File: src/rtl/toggle_cover_pkg.sv
// Shared definitions for the toggle coverage detectors: vector offsets,
// width helpers and the priming state encoding.
package toggle_cover_pkg;

  localparam int unsigned RISE_OFS = 0;
  localparam int unsigned FALL_OFS = 1;

  typedef enum logic {
    UNPRIMED = 1'b0,
    PRIMED   = 1'b1
  } prime_state_e;

  function automatic int unsigned cover_width(input int unsigned w);
    return 2 * w;
  endfunction

  function automatic int unsigned count_width(input int unsigned w);
    return $clog2(2 * w + 1);
  endfunction

endpackage

File: src/rtl/toggle_popcount.sv
// Combinational population count built as a recursive binary adder tree.
// Every node carries the full CW-bit result width, so no node can overflow.
module toggle_popcount #(
  parameter int unsigned N  = 8,
  parameter int unsigned CW = 4
) (
  input  logic [N-1:0]  bits_i,
  output logic [CW-1:0] count_o
);

  if (N == 1) begin : g_leaf
    assign count_o = CW'(bits_i);
  end else begin : g_node
    localparam int unsigned NLO = N / 2;
    localparam int unsigned NHI = N - NLO;

    logic [CW-1:0] lo_cnt;
    logic [CW-1:0] hi_cnt;

    toggle_popcount #(.N(NLO), .CW(CW)) u_lo (
      .bits_i  (bits_i[NLO-1:0]),
      .count_o (lo_cnt)
    );

    toggle_popcount #(.N(NHI), .CW(CW)) u_hi (
      .bits_i  (bits_i[N-1:NLO]),
      .count_o (hi_cnt)
    );

    assign count_o = lo_cnt + hi_cnt;
  end

endmodule

File: src/rtl/toggle_cover_detector.sv
// Per-bit rise/fall toggle detector with a running distinct-point count.
// Build option TOGGLE_DEDUP_EN: report each toggle point at most once per clear.
module toggle_cover_detector
  import toggle_cover_pkg::*;
#(
  parameter int unsigned WIDTH = 28
) (
  input  logic                                clock,
  input  logic                                reset,
  input  logic                                en,
  input  logic                                clear,
  input  logic [WIDTH-1:0]                    sig,
  output logic [cover_width(WIDTH)-1:0]       valid,
  output logic [count_width(WIDTH)-1:0]       hit_count,
  output logic                                all_covered
);

  localparam int unsigned CW = cover_width(WIDTH);
  localparam int unsigned KW = count_width(WIDTH);

  prime_state_e  primed_q, primed_d;
  logic [WIDTH-1:0] prev_q, prev_d;
  logic [CW-1:0] seen_q, seen_d;
  logic [CW-1:0] valid_q, valid_d;
  logic [KW-1:0] hit_count_q, hit_count_d;

  logic [CW-1:0] raw;
  logic [CW-1:0] new_hits;
  logic [KW-1:0] new_count;

  // State register
  always_ff @(posedge clock or negedge reset) begin
    if (!reset) begin
      primed_q <= UNPRIMED;
    end else begin
      primed_q <= primed_d;
    end
  end

  always_ff @(posedge clock or negedge reset) begin
    if (!reset) begin
      prev_q      <= '0;
      seen_q      <= '0;
      valid_q     <= '0;
      hit_count_q <= '0;
    end else begin
      prev_q      <= prev_d;
      seen_q      <= seen_d;
      valid_q     <= valid_d;
      hit_count_q <= hit_count_d;
    end
  end

  // Interleaved rise/fall hits; nothing is reported until a baseline is captured
  always_comb begin
    raw = '0;
    for (int unsigned i = 0; i < WIDTH; i++) begin
      raw[2*i+RISE_OFS] = (primed_q == PRIMED) &  sig[i] & ~prev_q[i];
      raw[2*i+FALL_OFS] = (primed_q == PRIMED) & ~sig[i] &  prev_q[i];
    end
  end

  assign new_hits = raw & ~seen_q;

  toggle_popcount #(.N(CW), .CW(KW)) u_popcount (
    .bits_i  (new_hits),
    .count_o (new_count)
  );

  // Next-state logic; clear wins over any toggle sampled on the same edge
  always_comb begin
    primed_d    = primed_q;
    prev_d      = prev_q;
    seen_d      = seen_q;
    hit_count_d = hit_count_q;
    valid_d     = '0;
    if (clear) begin
      primed_d    = UNPRIMED;
      seen_d      = '0;
      hit_count_d = '0;
    end else if (en) begin
      primed_d    = PRIMED;
      prev_d      = sig;
      seen_d      = seen_q | raw;
      hit_count_d = hit_count_q + new_count;
`ifdef TOGGLE_DEDUP_EN
      valid_d     = new_hits;
`else
      valid_d     = raw;
`endif
    end
  end

  // Outputs
  always_comb begin
    valid       = valid_q;
    hit_count   = hit_count_q;
    all_covered = (hit_count_q == KW'(CW));
  end

endmodule

File: config.mk
export PLATFORM = sky130hd
export DESIGN_NAME = toggle_cover_detector
export DESIGN_NICKNAME = d
export VERILOG_FILES = /design/src/rtl/toggle_cover_pkg.sv /design/src/rtl/toggle_popcount.sv /design/src/rtl/toggle_cover_detector.sv
export SDC_FILE = /design/constraint.sdc
export NUM_CORES = 1
export LEC_CHECK = 0
export ABC_AREA = 1
export CAP_MARGIN = 15
export CORE_UTILIZATION = 45
export CTS_BUF_LIST = sky130_fd_sc_hd__clkbuf_8 sky130_fd_sc_hd__clkbuf_16
export CTS_CLUSTER_SIZE = 20
export DETAILED_ROUTE_END_ITERATION = 12
export PLACE_DENSITY = 0.69
export SYNTH_ARGS = -nofsm -noshare
export SYNTH_HDL_FRONTEND = slang
export SYNTH_SLANG_ARGS = --single-unit
File: constraint.sdc
create_clock -name clock -period 13.46 [get_ports clock]
set_input_delay 2.692 -clock clock [delete_from_list [all_inputs] [get_ports clock]]
set_output_delay 2.692 -clock clock [all_outputs]
set_load 0.005 [all_outputs]
==> flow_summary.json, run 1 <==
{
  "status": "finished clean",
  "num_vias": 5251,
  "tightest_slew_ns": 0.976,
  "grt_pass1_vias": 5188,
  "grt_pass1_wl_mm": 26.2,
  "fin_worst_skew_ns": 0.0121,
  "path_clk_slew_ns": 0.06,
  "worstSetupPathType": "input port to register",
  "grtUsageTotal_pct": 20.6,
  "rsz0062_at_grt": "false",
  "postCtsHoldBufs": 0,
  "synth-edff-count": 0,
  "post_cts_buffers": 0,
  "period_minus_slack_ns": 8.41,
  "ys_top_cells_by_area": "dfrtp_1 50%, fa_1 13%, inv_1 7.7%, nand2_1 6.1%, nor2_1 5.3%",
  "fin_crit_sh_pct": 62.4,
  "synthTopCellsByCount": "153 x inv_1, 147 x dfrtp_1, 120 x nand2_1",
  "r2r-start": "primed_q$_DFFE_PN0P_",
  "max_freq_mhz": 119,
  "worst_path_max_delay_cell": "fa_1",
  "synth_top_area_cell": "dfrtp_1",
  "leakage_nw": 4.43,
  "synth_fa_ha_area_share_pct": 16.9,
  "gp_congestion": 0.842,
  "reg2reg_depth": 23,
  "startpoint": "sig[14]",
  "initial_core_util_pct": 46.4,
  "vdd_drop_max_mv": 0.103,
  "first_pass_iters": 6,
  "hold_path.class": "register to register",
  "synth_xor_area_share_pct": 0.118,
  "grt_max_degree": 80,
  "vias_per_cell": 4.79,
  "clock_sinks": 147,
  "dp_worst_setup_slack_ns": 4.64,
  "root_buffer": "clkbuf_16",
  "synthFlopType": "dfrtp_1",
  "setup_violations": 0,
  "rr_endpoint": "hit_count[4]$_DFFE_PN0P_",
  "synthesis.instances": 780,
  "clk_latency_ns": 0.43,
  "dieArea_mm2": 0.0170,
  "synth_compound_area_share_pct": 6.71,
  "port_buffers": 94,
  "cts_tree": "done",
  "drive_gt1_share_pct": 6.81,
  "yosysMostFrequentCell": "inv_1",
  "grt_antenna_before_repair": 0,
  "seq_area_frac_synth_pct": 49.5,
  "endpoint_kind": "register",
  "async_reset_ff_share_pct": 100,
  "cts-resized-gates": 0,
  "drt-initial-drc-count": 415,
  "totalWireLength_mm": 15.7,
  "holdWs_ns": 0.484,
  "wl_met1_mm": 7.38,
  "cp_max_fo": 4,
  "drc": 0,
  "fp-row-count": 46,
  "routed.top_layer": "met4",
  "drtAntennaViolNets": 0,
  "synthSimpleGateAreaFrac_pct": 16.8,
  "diodes": 0,
  "syn-num-nets": 883,
  "die_h_um": 130,
  "cts_max_level": 4,
  "nNetsFinal": 971,
  "synth_top_family_by_area": "adder cells",
  "powerDensity_mw_per_mm2": 149,
  "maxCapViolations": 0,
  "whs_path_depth": 2,
  "routed-wl-met3_um": 699,
  "synth_top_area_share_pct": 49.5,
  "die_w_um": 130,
  "wl_met2_mm": 7.50,
  "hold_end": "seen_q[55]$_DFFE_PN0P_",
  "clk_path_buf_depth": 2,
  "finalHoldViolCount": 0,
  "cp.arrival_ns": 8.72,
  "required_ns": 13.78,
  "tns_ns": 0,
  "wl_per_cell_um": 14.3,
  "muxShareOfSynthArea_pct": 0,
  "hp-start": "seen_q[55]$_DFFE_PN0P_",
  "cp-start-kind": "input port",
  "final_max_slew_viol_count": 0,
  "crit_chain": "clkdlybuf4s50_1 > nor3_2 > nand2_1 > fa_1 > inv_1 > fa_1 > inv_1 > fa_1 > inv_1 > fa_1 > inv_1 > fa_1 > fa_1 > fa_1 > fa_1 > fa_1 > inv_1 > nand2_1 > nand2_1 > a21oi_1 > inv_1 > nand2_1 > nand3_1 > nand2_1",
  "io_pins": 95,
  "grt-ovfl-total": 0,
  "avgSynthCellArea_um2": 9.52,
  "final_util_pct": 57.1,
  "synth_cell_type_count": 22,
  "relSlewSlack_pct": 35.0,
  "timing.final.ws_setup_ns": 5.05,
  "yosysWarningCount": 0,
  "area_growth_pct": 23.1,
  "coreArea_mm2": 0.0160,
  "cpPeakStageDelay_ns": 0.55,
  "cts_buffers": 17,
  "synth.cell_area_mm2": 0.00742,
  "worst_path_most_repeated_cell": "fa_1",
  "ff2ff_setup_slack_ns": 7.06,
  "power_mw": 1.36,
  "dp_hpwl_mm": 10.9,
  "synth-seq-cells": 147
}
area by class of cell:
| cell class | count | area (um2) |
|---|---|---|
| Fill cell | 1431 | 6860 |
| Sequential cell | 147 | 3680 |
| Multi-Input combinational cell | 447 | 3010 |
| Timing Repair Buffer | 99 | 980 |
| Inverter | 156 | 588 |
| Clock buffer | 17 | 425 |
| Tap cell | 216 | 270 |
| Clock inverter | 15 | 191 |
worst max-delay path by stage:
stage | endpoint | slack [ns] | depth (start not counted)
global placement | hit_count[4]$_DFFE_PN0P_ | 4.73 | 24
finish | hit_count[4]$_DFFE_PN0P_ | 5.05 | 24
detailed placement | hit_count[4]$_DFFE_PN0P_ | 4.64 | 24
floorplan | hit_count[4]$_DFFE_PN0P_ | 5.48 | 23
CTS | hit_count[4]$_DFFE_PN0P_ | 5.06 | 24
global route | hit_count[4]$_DFFE_PN0P_ | 4.70 | 24
report_power, final:
group	leakage, nW	switching, mW	internal, mW	total (mW)
clock network	0.296	0.182	0.308	0.490
registers	1.99	0.0137	0.466	0.480
logic	2.14	0.237	0.155	0.392
critical path: cells and delay by family:
family	cells	cell delay [ns]
AOI/OAI and AO/OA	1	0.07
and+or+nand+nor	7	0.61
adders and majority gates	9	4.49
buffers and inverters	7	0.86
stage by stage:
stage | cell area, um2 | instances
after floorplan | 7420 | 780
after CTS | 9140 | 1097
final | 9140 | 1097
after global placement | 8520 | 1065
after global routing | 9140 | 1097
after detailed placement | 8520 | 1065
per-layer routing:
layer	vias to the layer above	GRT usage, %
li1	2570	-
met1	2542	28.6
met2	124	32.4
met3	15	4.89
met4	0	6.02
met5	-	0
state kept, by name, indices dropped and copies added (netlist names):
signal	flops
hit_count	6
seen_q	56
primed_q	1
valid	56
prev_q	28
cell families after synthesis:
group           Yosys count
compound gates           92
xor+xnor                  1
fa+ha+maj                71
buf+inv                 186
flops                   147
simple gates            283
cells in the final DEF (no fill, tap or decap):
cell and count:
inv_1 154, dfrtp_1 147, nand2_1 120, nor2_1 105, clkdlybuf4s50_1 93, o21ai_0 56
fa_1 49, nand3_1 28, o22ai_1 28, ha_1 22, nor3_2 19, clkbuf_16 17
nand4_1 6, o21ai_1 5, buf_4 5, nor3_1 4, clkinv_2 4, bufinv_16 4
clkinvlp_4 4, inv_2 2, a21oi_1 2, clkinv_4 2, inv_4 1, nand2_4 1
o21bai_1 1, xnor2_1 1, buf_6 1
No activity file was read; power rests on OpenSTA's default activity.
==> run 2, diff against run 1 <==
clock period = 8.1 ns   (was 13.46 ns; I/O delays follow)
==> run 2 against run 1 <==
Worst hold slack improved by 0.00089 ns. Critical path type unchanged. First-iteration DRC count fell by 3.4%. Clock skew fell by 0.0017 ns. Routed wire length rose by 2.9%. Design area barely moved. Final cell count fell by 0.18%. Largest cell class unchanged. Non-clock buffer count did not move. Sequential share of layout area barely moved. Flip-flop and latch count did not move. Global-route usage rose by 0.74 points.
==> flow_summary.json, run 2 (synthesis gave the netlist of run 1 again) <==
{
  "status": "finished clean",
  "cts_buffers": 17,
  "cts_max_level": 4,
  "rsz0062_at_grt": "false",
  "cp_max_fo": 4,
  "dp.cells": 1065,
  "sw_frac_of_total_pct": 32.0,
  "endpoint_kind": "register",
  "grt_pass1_vias": 5313,
  "wl_per_cell_um": 14.8,
  "placed_area_mm2": 0.00852,
  "cts_tree": "done",
  "drtAntennaViolNets": 0,
  "drc": 0,
  "drt-initial-drc-count": 401,
  "setup_violations": 0,
  "dp_hpwl_mm": 11.2,
  "clk_path_buf_depth": 2,
  "crit_chain": "clkdlybuf4s50_1 > nor3_2 > nand2_1 > fa_1 > inv_1 > fa_1 > inv_1 > fa_1 > inv_1 > fa_1 > inv_1 > fa_1 > fa_1 > fa_1 > fa_1 > fa_1 > inv_1 > nand2_1 > nand2_1 > a21oi_1 > inv_1 > nand2_1 > nand3_1 > nand2_1",
  "most-common-layout-cells": "153 x inv_1, 147 x dfrtp_1, 120 x nand2_1",
  "powerDensity_mw_per_mm2": 249,
  "grt_antenna_before_repair": 0,
  "totalWireLength_mm": 16.2,
  "grt-ovfl-total": 0,
  "p_int_mw": 1.55,
  "maxCapViolations": 0,
  "grtUsageMet2_pct": 33.7,
  "fin_worst_skew_ns": 0.0104,
  "grtUsageTotal_pct": 21.4,
  "nNetsFinal": 971,
  "grt_max_degree": 86,
  "worst_path_max_delay_cell": "fa_1",
  "whs_path_depth": 2,
  "gp_congestion": 0.849,
  "final_max_slew_viol_count": 0,
  "cpPeakStageDelay_ns": 0.58,
  "drive_gt1_share_pct": 6.71,
  "die_w_um": 130,
  "seqPwrFrac_pct": 35.0,
  "power_frac_comb_pct": 28.4,
  "fill_cells": 1437,
  "vias_per_cell": 4.81,
  "root_buffer": "clkbuf_16",
  "cts-resized-gates": 0,
  "diodes": 0,
  "clk_latency_ns": 0.44,
  "path_clk_slew_ns": 0.06,
  "clkPwrFrac_pct": 36.7,
  "p_sw_uw": 728,
  "cp-start-kind": "input port",
  "final_common_cell": "inv_1",
  "clock_sinks": 147,
  "coreArea_mm2": 0.0160,
  "fin_cells": 1095,
  "grt_use_met3_pct": 5.33,
  "dieArea_mm2": 0.0170,
  "fp-row-count": 46,
  "post_cts_buffers": 0,
  "first_pass_iters": 5,
  "hold_path.class": "register to register",
  "tns_ns": 0,
  "stdcell_area_mm2": 0.00914,
  "reg2reg_depth": 23,
  "area_growth_pct": 23.1,
  "leakage_nw": 4.43,
  "fin_crit_sh_pct": 90.5,
  "worst_path_most_repeated_cell": "fa_1",
  "finalHoldViolCount": 0,
  "relSlewSlack_pct": 35.7,
  "final_util_pct": 57.1,
  "num_vias": 5265,
  "cp.arrival_ns": 7.65,
  "tightest_slew_ns": 0.964,
  "die_h_um": 130,
  "required_ns": 8.42,
  "initial_core_util_pct": 46.4,
  "period_minus_slack_ns": 7.33,
  "port_buffers": 94,
  "vdd_drop_max_mv": 0.188,
  "postCtsHoldBufs": 0,
  "io_pins": 95,
  "max_freq_mhz": 136,
  "use_met1_pct": 28.8,
  "busiest_layer": "met2",
  "grt_pass1_wl_mm": 26.8,
  "worstSetupPathType": "input port to register"
}
==> run 2: cell types whose count changed in the layout (fill, tap and decap cells not counted) <==
cell | before | now
clkinv_2 | 4 | 2
clkinvlp_4 | 4 | 2
inv_6 | 0 | 2
clkbuf_8 | 0 | 1
inv_1 | 154 | 153
==> run 2: per-stage QoR <==
step	setup slack [ns]	power [mW]	hold WS [ns]
2_1_floorplan	1.19	1.27	0.454
3_3_place_gp	0.456	1.45	0.467
3_5_place_dp	0.364	1.45	0.475
4_1_cts	0.792	2.30	0.490
5_1_grt	0.471	2.44	0.509
6_report	0.769	2.28	0.484
==> run 2: path summary, 6_finish.rpt <==
| path | from | to | slack [ns] |
|---|---|---|---|
| setup / recovery | sig[14] | hit_count[4]$_DFFE_PN0P_ | 0.77 |
| hold / removal | seen_q[13]$_DFFE_PN0P_ | seen_q[13]$_DFFE_PN0P_ | 0.48 |
| setup reg to reg | primed_q$_DFFE_PN0P_ | hit_count[4]$_DFFE_PN0P_ | 1.65 |
| hold reg to reg | seen_q[13]$_DFFE_PN0P_ | seen_q[13]$_DFFE_PN0P_ | 0.48 |
| max in group asynchronous | reset | seen_q[32]$_DFFE_PN0P_ | 5.50 |
| min in group asynchronous | reset | valid[46]$_DFF_PN0_ | 1.18 |
==> run 2: per-layer routing <==
metal / part of all wire [%] / up-vias
li1: - / 2571
met4: 1.9 / 0
met3: 4.9 / 23
met5: 0 / -
met2: 48 / 123
met1: 45 / 2548
==> run 2: cell type report <==
type                    instances  area [um2]  share of cell area [%]
flip-flops and latches        147        3680                    40.2
multi-input cells             447        3010                    32.9
repair buffers                 99         980                    10.7
inverters                     156         588                    6.43
clock buffers                  18         439                    4.80
well taps                     216         270                    2.96
clock inverters                12         180                    1.97
==> run 2: worst max-delay path: cells and delay by family <==
kind / cells / cell delay [ns]
fa+ha+maj: 9 / 4.52
buf+inv: 7 / 0.84
compound gates: 1 / 0.07
simple gates: 7 / 0.60
==> run 2: power groups by stage <==
stage,registers [mW],logic (mW),clock network (mW)
global route,0.801,0.757,0.880
floorplan,0.806,0.460,0
global placement,0.808,0.638,0
finish,0.797,0.646,0.835
CTS,0.797,0.649,0.852
detailed placement,0.810,0.642,0
